<file path="src/rtl/e203_exu_ordwbck.sv">
// In-order write-back arbiter: per-channel FIFOs drain to the regfile in OITF retire order with 1-cycle latency.
// The selected head stays stable while wbck_o_ready=0, and inputs stall only when full. E203_ORDWBCK_BYPASS_EN adds a zero-latency bypass.
module e203_exu_ordwbck #(
  parameter int CHNL_NUM = 2,
  parameter int DW       = 32,
  parameter int RFIDX_W  = 5,
  parameter int ITAG_W   = 1,
  parameter int BUF_DEP  = 2
) (
  input  logic                        clk,
  input  logic                        rst_n,
  input  logic [CHNL_NUM-1:0]         wbck_i_valid,
  output logic [CHNL_NUM-1:0]         wbck_i_ready,
  input  logic [CHNL_NUM*DW-1:0]      wbck_i_wdat,
  input  logic [CHNL_NUM*RFIDX_W-1:0] wbck_i_rdidx,
  input  logic [CHNL_NUM-1:0]         wbck_i_rdwen,
  input  logic [CHNL_NUM*ITAG_W-1:0]  wbck_i_itag,
  input  logic [CHNL_NUM-1:0]         wbck_i_trk,
  input  logic                        oitf_empty,
  input  logic [ITAG_W-1:0]           oitf_ret_ptr,
  output logic                        oitf_ret_ena,
  output logic                        wbck_o_valid,
  input  logic                        wbck_o_ready,
  output logic [DW-1:0]               wbck_o_wdat,
  output logic [RFIDX_W-1:0]          wbck_o_rdidx,
  output logic [CHNL_NUM*3-1:0]       buf_cnt
);
  localparam int PW      = (BUF_DEP > 1) ? $clog2(BUF_DEP) : 1;
  localparam int SW      = (CHNL_NUM > 1) ? $clog2(CHNL_NUM) : 1;
  localparam int EW      = DW + RFIDX_W + ITAG_W + 2;
  // Entry layout, MSB..LSB: {wdat, rdidx, rdwen, itag, trk}
  localparam int RDWEN_B = ITAG_W + 1;
  localparam int RDIDX_L = ITAG_W + 2;

  logic [EW-1:0]       mem_q    [CHNL_NUM][BUF_DEP];
  logic [PW-1:0]       wptr_q   [CHNL_NUM];
  logic [PW-1:0]       wptr_d   [CHNL_NUM];
  logic [PW-1:0]       rptr_q   [CHNL_NUM];
  logic [PW-1:0]       rptr_d   [CHNL_NUM];
  logic [2:0]          cnt_q    [CHNL_NUM];
  logic [2:0]          cnt_d    [CHNL_NUM];
  logic [EW-1:0]       in_ent   [CHNL_NUM];
  logic [EW-1:0]       head_ent [CHNL_NUM];
  logic [CHNL_NUM-1:0] head_tel, head_uel, byp_tel, byp_uel, push, pop_ch;
  logic                sel_vld, sel_byp, pop;
  logic [SW-1:0]       sel_idx;
  logic [EW-1:0]       sel_ent;

  function automatic logic elig_trk(input logic [EW-1:0] e, input logic oe, input logic [ITAG_W-1:0] ptr);
    return e[0] & ~oe & (e[1 +: ITAG_W] == ptr);
  endfunction

  function automatic logic [PW-1:0] ptr_inc(input logic [PW-1:0] p);
    return (p == PW'(BUF_DEP - 1)) ? '0 : p + PW'(1);
  endfunction

  always_comb begin
    for (int k = 0; k < CHNL_NUM; k++) begin
      in_ent[k]   = {wbck_i_wdat[k*DW +: DW], wbck_i_rdidx[k*RFIDX_W +: RFIDX_W], wbck_i_rdwen[k],
                     wbck_i_itag[k*ITAG_W +: ITAG_W], wbck_i_trk[k]};
      head_ent[k] = mem_q[k][rptr_q[k]];
      head_tel[k] = (cnt_q[k] != 3'd0) & elig_trk(head_ent[k], oitf_empty, oitf_ret_ptr);
      head_uel[k] = (cnt_q[k] != 3'd0) & ~head_ent[k][0] & oitf_empty;
      byp_tel[k]  = 1'b0;
      byp_uel[k]  = 1'b0;
`ifdef E203_ORDWBCK_BYPASS_EN
      byp_tel[k]  = wbck_i_valid[k] & (cnt_q[k] == 3'd0) & elig_trk(in_ent[k], oitf_empty, oitf_ret_ptr);
      byp_uel[k]  = wbck_i_valid[k] & (cnt_q[k] == 3'd0) & ~wbck_i_trk[k] & oitf_empty;
`endif
    end
  end

  // Priority: tracked heads, untracked heads, then tracked/untracked bypass; lowest index first.
  always_comb begin
    sel_vld = 1'b0;
    sel_byp = 1'b0;
    sel_idx = '0;
    sel_ent = '0;
    for (int k = 0; k < CHNL_NUM; k++)
      if (!sel_vld && head_tel[k]) begin sel_vld = 1'b1; sel_idx = SW'(k); sel_ent = head_ent[k]; end
    for (int k = 0; k < CHNL_NUM; k++)
      if (!sel_vld && head_uel[k]) begin sel_vld = 1'b1; sel_idx = SW'(k); sel_ent = head_ent[k]; end
    for (int k = 0; k < CHNL_NUM; k++)
      if (!sel_vld && byp_tel[k]) begin sel_vld = 1'b1; sel_byp = 1'b1; sel_idx = SW'(k); sel_ent = in_ent[k]; end
    for (int k = 0; k < CHNL_NUM; k++)
      if (!sel_vld && byp_uel[k]) begin sel_vld = 1'b1; sel_byp = 1'b1; sel_idx = SW'(k); sel_ent = in_ent[k]; end
  end

  // A result with no regfile write retires without waiting for the write port.
  assign pop          = sel_vld & (~sel_ent[RDWEN_B] | wbck_o_ready);
  assign wbck_o_valid = sel_vld & sel_ent[RDWEN_B];
  assign wbck_o_wdat  = sel_ent[EW-1 -: DW];
  assign wbck_o_rdidx = sel_ent[RDIDX_L +: RFIDX_W];
  assign oitf_ret_ena = pop & sel_ent[0];

  always_comb begin
    for (int k = 0; k < CHNL_NUM; k++) begin
      wbck_i_ready[k]    = (cnt_q[k] != 3'(BUF_DEP));
      pop_ch[k]          = pop & ~sel_byp & (sel_idx == SW'(k));
      push[k]            = wbck_i_valid[k] & wbck_i_ready[k] & ~(pop & sel_byp & (sel_idx == SW'(k)));
      wptr_d[k]          = push[k]   ? ptr_inc(wptr_q[k]) : wptr_q[k];
      rptr_d[k]          = pop_ch[k] ? ptr_inc(rptr_q[k]) : rptr_q[k];
      cnt_d[k]           = cnt_q[k];
      if (push[k] && !pop_ch[k])      cnt_d[k] = cnt_q[k] + 3'd1;
      else if (!push[k] && pop_ch[k]) cnt_d[k] = cnt_q[k] - 3'd1;
      buf_cnt[k*3 +: 3]  = cnt_q[k];
    end
  end

  always_ff @(posedge clk) begin
    for (int k = 0; k < CHNL_NUM; k++)
      if (push[k]) mem_q[k][wptr_q[k]] <= in_ent[k];
  end

  always_ff @(posedge clk or negedge rst_n) begin
    if (!rst_n) begin
      for (int k = 0; k < CHNL_NUM; k++) begin
        wptr_q[k] <= '0;
        rptr_q[k] <= '0;
        cnt_q[k]  <= '0;
      end
    end else begin
      for (int k = 0; k < CHNL_NUM; k++) begin
        wptr_q[k] <= wptr_d[k];
        rptr_q[k] <= rptr_d[k];
        cnt_q[k]  <= cnt_d[k];
      end
    end
  end

  a_one_tracked_match: assert property (@(posedge clk) disable iff (!rst_n) $onehot0(head_tel | byp_tel));
  a_sel_tag_match: assert property (@(posedge clk) disable iff (!rst_n)
    (sel_vld & sel_ent[0]) |-> (sel_ent[1 +: ITAG_W] == oitf_ret_ptr));
endmodule

</file>
<file path="config.mk">
export PLATFORM = sky130hd
export DESIGN_NAME = e203_exu_ordwbck
export DESIGN_NICKNAME = d
export VERILOG_FILES = /design/src/rtl/e203_exu_ordwbck.sv
export SDC_FILE = /design/constraint.sdc
export NUM_CORES = 1
export LEC_CHECK = 0
export BUFFER_PORTS_ARGS = -buffer_cell sky130_fd_sc_hd__buf_2
export CELL_PAD_IN_SITES_DETAIL_PLACEMENT = 1
export CELL_PAD_IN_SITES_GLOBAL_PLACEMENT = 2
export CORE_MARGIN = 2
export CORE_UTILIZATION = 35
export DETAILED_ROUTE_END_ITERATION = 10
export HOLD_SLACK_MARGIN = 0.02
export PLACE_DENSITY = 0.74
export SYNTH_ARGS = -nofsm -noshare
export SYNTH_HDL_FRONTEND = slang
export SYNTH_SLANG_ARGS = --single-unit
</file>
<file path="constraint.sdc">
create_clock -name clk -period 3.7 [get_ports clk]
set_input_delay 0.74 -clock clk [delete_from_list [all_inputs] [get_ports clk]]
set_output_delay 0.74 -clock clk [all_outputs]
set_load 0.03 [all_outputs]
</file>
==> Word level (Yosys, flattened, before mapping) <==
Memory sizes are Yosys's and may differ from the RTL's.
Index checks and enable logic that the tools add are counted.
{ "classes": {"n_bitwise": 27, "eq_ne": 4, "magnitude_cmp": 6, "muxes": 33, "addsub": 8, "n_reduce_logical": 20} }
{ "ops": {"columns": ["op", "count"], "rows": [
  ["two-way mux 40 bit", 12],
  ["two-way mux 80 bit", 2],
  ["demux 40 bit (select 1 bit)", 2],
  ["AND 1 bit", 17],
  ["two-way mux 1 bit", 13],
  ["two-way mux 3 bit", 4],
  ["logical AND 1 bit", 9],
  ["greater-or-equal comparator 2 bit (second input constant)", 4],
  ["inverter 1 -> 2 bit", 4],
  ["zero test 1 bit", 7],
  ["adder 3 x 1 -> 3 bit (second input constant)", 2],
  ["inequality test 3 x 2 -> 1 bit (second input constant)", 2],
  ["nonzero test 3 bit", 2],
  ["subtractor 3 x 1 -> 3 bit (second input constant)", 2],
  ["inverter 1 bit", 5],
  ["adder 1 bit (second input constant)", 4],
  ["less-than comparator 2 x 1 -> 1 bit (second input constant)", 2],
  ["nonzero test 2 bit", 2],
  ["equality test 1 bit", 2],
  ["OR 1 bit", 1]
]} }
{ "totals": {"out_inout_bits": 47, "mem_count": 1, "inputBits": 87, "wordCells": 105, "register_bits": 10, "ram_bits": 160} }
{ "memory_table": {"columns": ["memory", "words", "word_bits", "rd", "rd_ports_with_merged_regs", "wr", "line", "text"], "rows": [
  ["mem_q", 2, 80, 2, 0, 2, "35", "logic [EW-1:0] mem_q [CHNL_NUM][BUF_DEP];"]
]} }

==> Longest topological paths before layout <==
Gate-level depths: netlist (run 1).
{ "depth": {"ltp_word": 24, "mapped_depth": 12, "depth_no_buf": 11} }

==> Least setup slack after synthesis (run 1) <==
OpenSTA, ideal clock, no wires.
{ "synth_timing": {"kind": "flip-flop to flip-flop", "from": "register cnt_q, in the netlist buf_cnt[0]", "to": "memory mem_q[0][40] in the netlist's numbering (enable)", "setup_ps": 437, "arrival_ps": 2803, "period_less_slack_ps": 3241, "path_buffers": 0, "required_ps": 3263, "stages_incl_launch_ff": 5, "slack_ps": 459, "cell_sequence": "dfrtp_1 nor2_1 nand2_1 nand2_1 nor2_1"} }
{ "synth_rtl": {"columns": ["item", "line", "text"], "rows": [
  ["start: declaration", "40", "logic [2:0] cnt_q [CHNL_NUM];"],
  ["start signal: indexed assignment", "126", "cnt_q[k] <= cnt_d[k];"],
  ["end: declaration", "35", null]
]} }

==> Worst setup path in the final report (run 1) <==
{ "layout_timing": {"from": "register rptr_q[1] in the netlist's numbering", "to": "output wbck_o_wdat[18]"} }
{ "layout_via": {"elab_chain_cells": 17, "word_cells_on_any_way": 24, "classes_between": "1 x eq/ne; 10 x mux; 7 x bitwise; 6 x reduce/logical"} }
{ "layout_rtl": {"columns": ["item", "line", "text"], "rows": [
  ["start: declaration", "38", "logic [PW-1:0] rptr_q [CHNL_NUM];"],
  ["start signal: indexed assignment", "125", "rptr_q[k] <= rptr_d[k];"],
  ["inverter 1 -> 2 bit (not written as such) (*)", "61", "head_ent[k] = mem_q[k][rptr_q[k]];"],
  ["two-way mux 40 bit (not written as such) (*) (3 in a row)", "61", null],
  ["AND 1 bit or equality test 1 bit (tied branches)", "50", "return e[0] & ~oe & (e[1 +: ITAG_W] == ptr);"],
  ["AND 1 bit", "50", null],
  ["AND 1 bit", "62", "head_tel[k] = (cnt_q[k] != 3'd0) & elig_trk(head_ent[k], oitf_empty, oitf_ret_ptr);"],
  ["two-way mux 1 bit", "80", "if (!sel_vld && head_tel[k]) begin sel_vld = 1'b1; sel_idx = SW'(k); sel_ent = head_ent[k]; end"],
  ["zero test 1 bit", "80", null],
  ["logical AND 1 bit", "80", null],
  ["two-way mux 1 bit", "80", null],
  ["zero test 1 bit", "82", "if (!sel_vld && head_uel[k]) begin sel_vld = 1'b1; sel_idx = SW'(k); sel_ent = head_ent[k]; end"],
  ["logical AND 1 bit", "82", null],
  ["two-way mux 1 bit", "82", null],
  ["zero test 1 bit", "82", null],
  ["logical AND 1 bit", "82", null],
  ["two-way mux 40 bit (*)", "82", null],
  ["end: declaration", "24", "output logic [DW-1:0] wbck_o_wdat,"]
]} }
Mark *: on every way between the ends. The rest lies on a longest branch, timed or not. The select of a mux whose other input is x is not followed.

==> impl_metrics.ini, run 1 <==
[status]
status = completed

[timing]
worst_pin_slew_ns = 1.07
rsz0062_at_grt = no
setup_ws_ns = 0.222
fin_skew_ns = 0.00632
relSlewSlack = 0.289
hold_viol = 0
drv_slew = 0
min_period_ns = 3.48
fin_crit_sh = 0.940
max_freq_ghz = 0.288
tns_ns = 0
setup_viol = 0

[pwr]
ir_worst_vdd_uv = 349
p_per_area_nw_per_um2 = 897
power_leakage_nw = 3.19

[critical_path]
critPathRequiredTime_ns = 2.96
critPathSlowestCell = or4_4
path_cells = mux2i_1 -> xnor2_1 -> or4_4 -> a32oi_4 -> buf_4 -> o22ai_1 -> buf_2
critPathCaptureType = output pin
critPathLaunchType = flip-flop
crit_arrival_ns = 2.74
max_stage_delay_ns = 0.57
crit_fanout = 18
critical_path_class = reg -> out
reg2reg_depth = 11

[detailed_routing]
drtPass1Iterations = 4
viasPerCell = 4.90
via_count = 3702
detail-route-antenna-nets = 0
wl_um = 14400
drtIter0Drc = 173
post_drt_wl_per_cell_um = 19.1
drc_errors = 0

[clock_tree]
cts_buffers = 17
clk_pin_slew_worst_paths_ns = 0.06
clk_latency_ns = 0.42
cts_setup_buffers = 0
cts.sinks = 170
cts_buffer_depth = 2
cts_resized = 0
h-tree-depth = 4
clockRootBuffer = clkbuf_16
cts_tree = built
cts_hold_buf = 0

[logic_synthesis]
ys_seq_area_frac = 0.761
synth.net_count = 456
synth-edff-count = 160
netlist-cell-type-count = 33
async_flop_share = 0.0588
yosysWarningCount = 0
synth.top_cell.area_share = 0.724
postSynthAreaPerCell_um2 = 18.2
synth_top_cell_by_area = edfxtp_1
yosysMostFrequentCell = edfxtp_1
synthTopCellsByCount = edfxtp_1, mux2i_1, o22ai_1
ys_ff_latch = 170
synth_area_leaders = edfxtp_1, mux2i_1, dfrtp_1
synth_area_um2 = 6640
synth_ff_type = edfxtp_1
postSynthCellCount = 365

[floorplanning]
start_util = 0.356
die_x_um = 142
fp.dieH_um = 142
fp-row-count = 50
core_area_um2 = 18600
ios = 134
die-area_um2 = 20100

[global_routing]
grt_max_degree = 41
grt.total_usage = 0.151
grt_pass1_vias = 4101
grt_pass1_wl_um = 22500
antenna_found_initial = 1
grt-ovfl-total = 0

[layout]
syn_to_final_growth_pct = 23.3
final_area_um2 = 8190
nets = 599
fin_cells = 756
fillers = 1862
drive_gt1_frac = 0.352

[placement]
place_inst = 723
place_hpwl_um = 9560
port_buffers = 133
pre_cts_ws_ns = 0.480
finalWeightedCongestion = 0.772
dpl_cell_area_um2 = 7600

[run]
maxCapViolCount = 0

[hold_path]
hold_path.class = in -> async
[metrics by stage]
step | hold slack (ns) | power [W] | util
floorplan | 0.444 | 0.00483 | -
global placement | 0.531 | 0.00559 | 0.408
detailed placement | 0.541 | 0.00567 | 0.408
CTS | 0.162 | 0.00747 | 0.439
global route | 0.175 | 0.00775 | 0.439
finish | 0.177 | 0.00734 | 0.439
[metal layers]
| layer | routed length, µm | part of all wire | vias up | global-route usage |
|---|---|---|---|---|
| met5 | 0 | 0 | - | 0 |
| met4 | 157 | 0.011 | 0 | 0.0568 |
| met3 | 667 | 0.046 | 12 | 0.0405 |
| met2 | 7360 | 0.51 | 100 | 0.257 |
| met1 | 6250 | 0.43 | 1854 | 0.184 |
| li1 | - | - | 1736 | - |
[state kept, by name, indices dropped and copies added, names as in the netlist]
register	count
mem_q	160
buf_cnt	6
wptr_q	2
rptr_q	2
[cells by family after synthesis]
logic type / after synthesis / share of synthesized area
buffers and inverters: 23 / 0.0190
AOI/OAI and AO/OA: 47 / 0.0464
xor gates and xnor gates: 12 / 0.0158
and+or+nand+nor: 25 / 0.0204
muxes: 84 / 0.127
DFF: 170 / 0.761
adders and majority gates: 4 / 0.00980
[cells in the final DEF, fill, tap and decap left out, drive strengths merged, types with 3 or more instances in the layout]
cell / n
clkinv: 7
bufinv: 3
buf: 142
inv: 6
xnor2: 7
nor2: 6
nor3: 3
nand2: 5
xor2: 5
mux2: 4
mux2i: 80
clkbuf: 19
edfxtp: 160
dfrtp: 10
o22ai: 37
[where the power goes]
part	switching (W)	internal, W	total, W
logic	0.00180	0.000906	0.00271
clock network	0.000724	0.00106	0.00178
registers	0.000195	0.00266	0.00285
total	0.00272	0.00462	0.00734
[path summary, 6_finish.rpt]
| kind | startpoint | slack, ns | to |
|---|---|---|---|
| min in group clk | wbck_i_rdidx[1] | 0.50 | mem_q[0][4] |
| max in group asynchronous | rst_n | 3.30 | rptr_q[1] |
| hold reg to reg | buf_cnt[5] | 0.55 | buf_cnt[5] |
| hold / removal | rst_n | 0.18 | buf_cnt[3] |
| setup / recovery | rptr_q[1] | 0.22 | wbck_o_wdat[18] |
| setup reg to reg | rptr_q[1] | 0.77 | buf_cnt[5] |
[final cells by class]
class	instances	area, µm²	area share
Inverter	5	18.8	0.00229
Timing Repair Buffer	142	733	0.0895
Multi-Input combinational cell	172	1500	0.183
Sequential cell	170	5060	0.618
Clock inverter	12	150	0.0183
Clock buffer	19	433	0.0529
Tap cell	234	293	0.0358
Antenna cell	2	5.00	0.000611
[worst max-delay path: cells and delay by family (launching register included)]
family	cells	cell delay [ns]
AO/OA/AOI/OAI	2	0.37
multiplexers	1	0.28
AND/OR/NAND/NOR	1	0.57
flip-flops	1	0.46
buffers and inverters	2	0.49
XOR/XNOR	1	0.14
No activity file was read; power rests on OpenSTA's default activity.
==> inputs of run 2 (changes only) <==
--- a/config.mk
+++ b/config.mk
@@ -9,10 +9,10 @@
 export CELL_PAD_IN_SITES_DETAIL_PLACEMENT = 1
 export CELL_PAD_IN_SITES_GLOBAL_PLACEMENT = 2
 export CORE_MARGIN = 2
-export CORE_UTILIZATION = 35
+export CORE_UTILIZATION = 30
 export DETAILED_ROUTE_END_ITERATION = 10
 export HOLD_SLACK_MARGIN = 0.02
-export PLACE_DENSITY = 0.74
+export PLACE_DENSITY = 0.62
 export SYNTH_ARGS = -nofsm -noshare
 export SYNTH_HDL_FRONTEND = slang
 export SYNTH_SLANG_ARGS = --single-unit
==> run 2 against run 1 <==
  * First-iteration DRC count down 31%
  * Worst hold slack better by 0.0099 ns
  * Count of clock-buffer cells in the layout unchanged
  * Critical path type unchanged
  * Combinational power up 2%
  * Sequential cell count unchanged
==> impl_metrics.ini, run 2 (synthesized netlist as in run 1, its figures left out) <==
[clock_tree]
cts_tree = built
clockRootBuffer = clkbuf_16
clk_latency_ns = 0.42
h-tree-depth = 4
clk_pin_slew_worst_paths_ns = 0.06
cts.sinks = 170
cts_buffers = 17
cts_setup_buffers = 0
cts_buffer_depth = 2

[floorplanning]
core_area_um2 = 21800
ios = 134
die_x_um = 153
fp-row-count = 54
die-area_um2 = 23300
start_util = 0.305
fp.dieH_um = 153

[timing]
max_freq_ghz = 0.291
relSlewSlack = 0.264
tns_ns = 0
fin_crit_sh = 0.929
worst_pin_slew_ns = 1.10
hold-worst-slack_ns = 0.187
fin_skew_ns = 0.00628
drv_slew = 0
setup_viol = 0
rsz0062_at_grt = no
hold_viol = 0
min_period_ns = 3.44

[critical_path]
path_buf_inv = 3
r2r-start = rptr_q[1]
critical_path_class = reg -> out
crit_fanout = 19
crit_family = buffers and inverters
critPathCaptureType = output pin
critPathLaunchType = flip-flop
r2r_end = buf_cnt[4]
critPathSlowestCell = or4_4
path_cells = buf_4 -> mux2i_2 -> or4_4 -> a32oi_4 -> buf_4 -> o22ai_1 -> buf_2
max_stage_delay_ns = 0.48
crit_path_frequent_cell = buf_4
r2r_slack_ns = 0.63
critPathRequiredTime_ns = 2.96
reg2reg_depth = 10
crit_arrival_ns = 2.70

[layout]
final_common_cell = edfxtp_1
fillers = 2268
nets = 601
layout_common_cells = edfxtp_1, buf_2, mux2i_1, o22ai_1, clkbuf_16
largest_reg_flops = 160
drive_gt1_frac = 0.358
syn_to_final_growth_pct = 24.6
antennaDiodeCount = 0

[placement]
port_buffers = 133
place_hpwl_um = 10200
finalWeightedCongestion = 0.721

[global_routing]
grt_max_degree = 41
antenna_found_initial = 0
grt.total_usage = 0.134
grt_pass1_wl_um = 23500
grt_pass1_vias = 4147
grt-ovfl-total = 0

[pwr]
power_leakage_nw = 3.20
p_per_area_nw_per_um2 = 891
ir_worst_vdd_uv = 325

[status]
status = completed

[detailed_routing]
wl_um = 14800
drc_errors = 0
drtIter0Drc = 120
post_drt_wl_per_cell_um = 18.5
viasPerCell = 4.58
drtPass1Iterations = 4
detail-route-antenna-nets = 0
via_count = 3670

[run]
maxCapViolCount = 0

[hold_path]
hold_path.class = in -> async
[run 2: how the worst max path moves through the flow]
stage                 startpoint              end  slack, ns  cells past startpoint
global placement    oitf_ret_ptr  wbck_o_rdidx[2]       0.48                      7
CTS                    rptr_q[1]     wbck_o_valid       0.10                      8
global route           rptr_q[1]  wbck_o_wdat[15]       0.07                      7
floorplan             buf_cnt[0]     mem_q[0][40]       0.46                      4
detailed placement  oitf_ret_ptr  wbck_o_rdidx[2]       0.48                      7
finish                 rptr_q[1]  wbck_o_rdidx[2]       0.26                      7
[run 2: power by group]
part / switching (W) / internal, W
Clock: 0.000721 / 0.00106
Combinational: 0.00183 / 0.000929
Sequential: 0.000182 / 0.00266
Total: 0.00273 / 0.00464
[run 2: repair_timing]
item / in CTS / in global routing
resized for setup: 0 / 1
hold buffers: 0 / 0
setup endpoints to repair: 0 / 12
[run 2: layout make-up]
type	count	area [µm²]	area share
Sequential cell	170	5060	0.611
Multi-Input combinational cell	172	1500	0.182
Timing Repair Buffer	144	761	0.0920
Clock buffer	19	433	0.0523
Tap cell	280	350	0.0423
Clock inverter	12	150	0.0181
Inverter	5	18.8	0.00227
[run 2: layer usage]
| metal | vias to the layer above | wire length [µm] | global-route usage |
|---|---|---|---|
| met1 | 1829 | 6520 | 0.165 |
| met5 | - | 0 | 0 |
| met3 | 22 | 607 | 0.0347 |
| met2 | 87 | 7430 | 0.227 |
| met4 | 0 | 281 | 0.0525 |
| li1 | 1732 | - | - |
[run 2: per-stage QoR]
stage,setup WS (ns),cell area (µm²),power [W],util,cells
2_1_floorplan,0.459,6640,0.00483,-,365
3_3_place_gp,0.479,7690,0.00565,0.353,771
3_5_place_dp,0.479,7690,0.00571,0.353,771
4_1_cts,0.102,8270,0.00751,0.380,802
5_1_grt,0.0699,8270,0.00781,0.380,802
6_report,0.264,8270,0.00737,0.380,802
[run 2: worst reg2reg max path: cells and delay by family (launching register included)]
family          cells  cell delay, ns
buf+inv             2            0.43
compound gates      2            0.38
fa+ha+maj           2            0.62
simple gates        2            0.45
flops               1            0.40
mux                 2            0.68
==> inputs of run 3 (changes only) <==
--- a/config.mk
+++ b/config.mk
@@ -11,6 +11,7 @@
 export CORE_MARGIN = 2
 export CORE_UTILIZATION = 30
 export DETAILED_ROUTE_END_ITERATION = 10
+export GPL_TIMING_DRIVEN = 0
 export HOLD_SLACK_MARGIN = 0.02
 export PLACE_DENSITY = 0.62
 export SYNTH_ARGS = -nofsm -noshare
==> run 3 against run 2 <==
  * Count of clock-buffer cells in the layout decreased by 1
  * Highest routed layer unchanged
  * Largest power group is now combinational cells
  * Fmax decreased by 0.84%
  * Power grew 2.3%
  * Critical path depth increased by 2
  * Cell area is 1.1% higher
  * Setup slack worse by 0.029 ns
  * Critical endpoint is now wbck_o_wdat[1]
  * Via count grew 2.1%
  * Cell count is 1.4% higher
  * Sequential share of layout area fell by 0.70 points
  * Register-to-register slack improved by 0.20 ns
  * Global-route usage is 0.84 points higher
==> impl_metrics.ini, run 3 (synthesized netlist as in run 1, its figures left out) <==
[status]
status = completed

[critical_path]
critPathSlowestCell = or4_4
critPathCaptureType = output pin
critical_path_class = reg -> out
crit_arrival_ns = 2.73
crit_fanout = 10
r2r_slack_ns = 0.83
critPathRequiredTime_ns = 2.96
path_cells = buf_6 -> mux2i_1 -> xnor2_1 -> or4_4 -> a32oi_2 -> buf_6 -> buf_6 -> o22ai_1 -> buf_2
max_stage_delay_ns = 0.56
crit_path_frequent_cell = buf_6
critPathLaunchType = flip-flop

[floorplanning]
die-area_um2 = 23300
core_area_um2 = 21800
fp.dieH_um = 153
die_x_um = 153
start_util = 0.305
fp-row-count = 54
ios = 134

[timing]
max_freq_ghz = 0.289
fin_crit_sh = 0.937
min_period_ns = 3.47
drv_slew = 0
fin_skew_ns = 0.00738
rsz0062_at_grt = no
relSlewSlack = 0.440
worst_pin_slew_ns = 0.840
hold_viol = 0
setup_viol = 0
setup_ws_ns = 0.234

[run]
maxCapViolCount = 0

[placement]
finalWeightedCongestion = 0.699
place_inst = 782
port_buffers = 133
pre_cts_ws_ns = -0.101
place_hpwl_um = 11000
dpl_cell_area_um2 = 7750

[clock_tree]
cts_buffer_depth = 2
clockRootBuffer = clkbuf_16
cts_buffers = 17
h-tree-depth = 4
cts_tree = built
clk_latency_ns = 0.41
clk_pin_slew_worst_paths_ns = 0.06
cts_setup_buffers = 0
cts.sinks = 170

[detailed_routing]
drc_errors = 0
drtIter0Drc = 139
via_count = 3747
detail-route-antenna-nets = 0
wl_um = 15800
drtPass1Iterations = 4
post_drt_wl_per_cell_um = 19.5
viasPerCell = 4.61

[global_routing]
met1_usage = 0.174
top_usage_layer = met2
grt_pass1_wl_um = 24800
grt.total_usage = 0.142
grt_max_degree = 26
grt_pass1_vias = 4277
grt-ovfl-total = 0
antenna_found_initial = 2
grtUsageMet3 = 0.0381
gr-usage-met2 = 0.248

[pwr]
power_leakage_nw = 3.25
ir_worst_vdd_uv = 276
p_total_w = 0.00755
p_per_area_nw_per_um2 = 902

[layout]
largest_reg_flops = 160
drive_gt1_frac = 0.350
layout_common_cells = edfxtp_1, buf_2, mux2i_1, o22ai_1, clkbuf_16
syn_to_final_growth_pct = 26.0
fillers = 2267
nets = 612
final_area_um2 = 8360
final_util = 0.384
final_common_cell = edfxtp_1
fin_cells = 813

[hold_path]
hold_path.class = in -> async
## run 3: cell types whose count changed in the layout (fill, tap and decap cells not counted), sizes merged
cell and delta:
buf +2, clkinv -1, bufinv +1, clkbuf +8, diode +1
## run 3: metal layers
metal	vias to the layer above	wire, µm
li1	1759	-
met1	1897	6910
met2	82	8110
met3	9	652
met4	0	155
met5	-	0
## run 3: report_power, final
| part | internal [W] | switching (W) | leakage, nW |
|---|---|---|---|
| sequential | 0.00265 | 0.000168 | 1.61 |
| clock | 0.00112 | 0.000712 | 0.287 |
| combinational | 0.000990 | 0.00191 | 1.35 |
## run 3: layout make-up
cell class,instances,area (µm²),share of cell area
diodes,1,2.50,0.000299
repair buffers,137,746,0.0892
flip-flops and latches,170,5050,0.604
well taps,280,350,0.0419
clock inverters,12,174,0.0208
multi-input cells,172,1480,0.177
clock buffers,18,429,0.0513
plain buffers,18,113,0.0135
inverters,5,18.8,0.00224
## run 3: critical path, delay by kind of cell, from the launching register on
kind | cells | cell delay, ns
compound gates | 2 | 0.35
mux | 1 | 0.22
flops | 1 | 0.34
xor+xnor | 1 | 0.12
buf+inv | 4 | 0.73
simple gates | 1 | 0.56
## run 3: stage by stage
step / setup TNS [ns] / hold WS, ns
global placement: -67.18 / 0.476
finish: 0 / 0.191
detailed placement: -1.02 / 0.546
CTS: 0 / 0.174
floorplan: 0 / 0.444
global route: 0 / 0.177
## run 3: path summary, 6_finish.rpt
check                                  to  cells past startpoint       startpoint
setup / recovery           wbck_o_wdat[1]                      9        rptr_q[1]
hold / removal                  wptr_q[1]                      1            rst_n
setup reg to reg               buf_cnt[5]                     12        rptr_q[1]
hold reg to reg                buf_cnt[2]                      1       buf_cnt[2]
max in group asynchronous       rptr_q[0]                      1            rst_n
min in group clk             mem_q[0][66]                      1  wbck_i_wdat[18]
## run 3: timing repair
action                                  CTS  global route
endpoints found under the setup margin   20             6
hold buffers                              0             0
pin swaps                                 0             0
gates resized for setup                   3             3
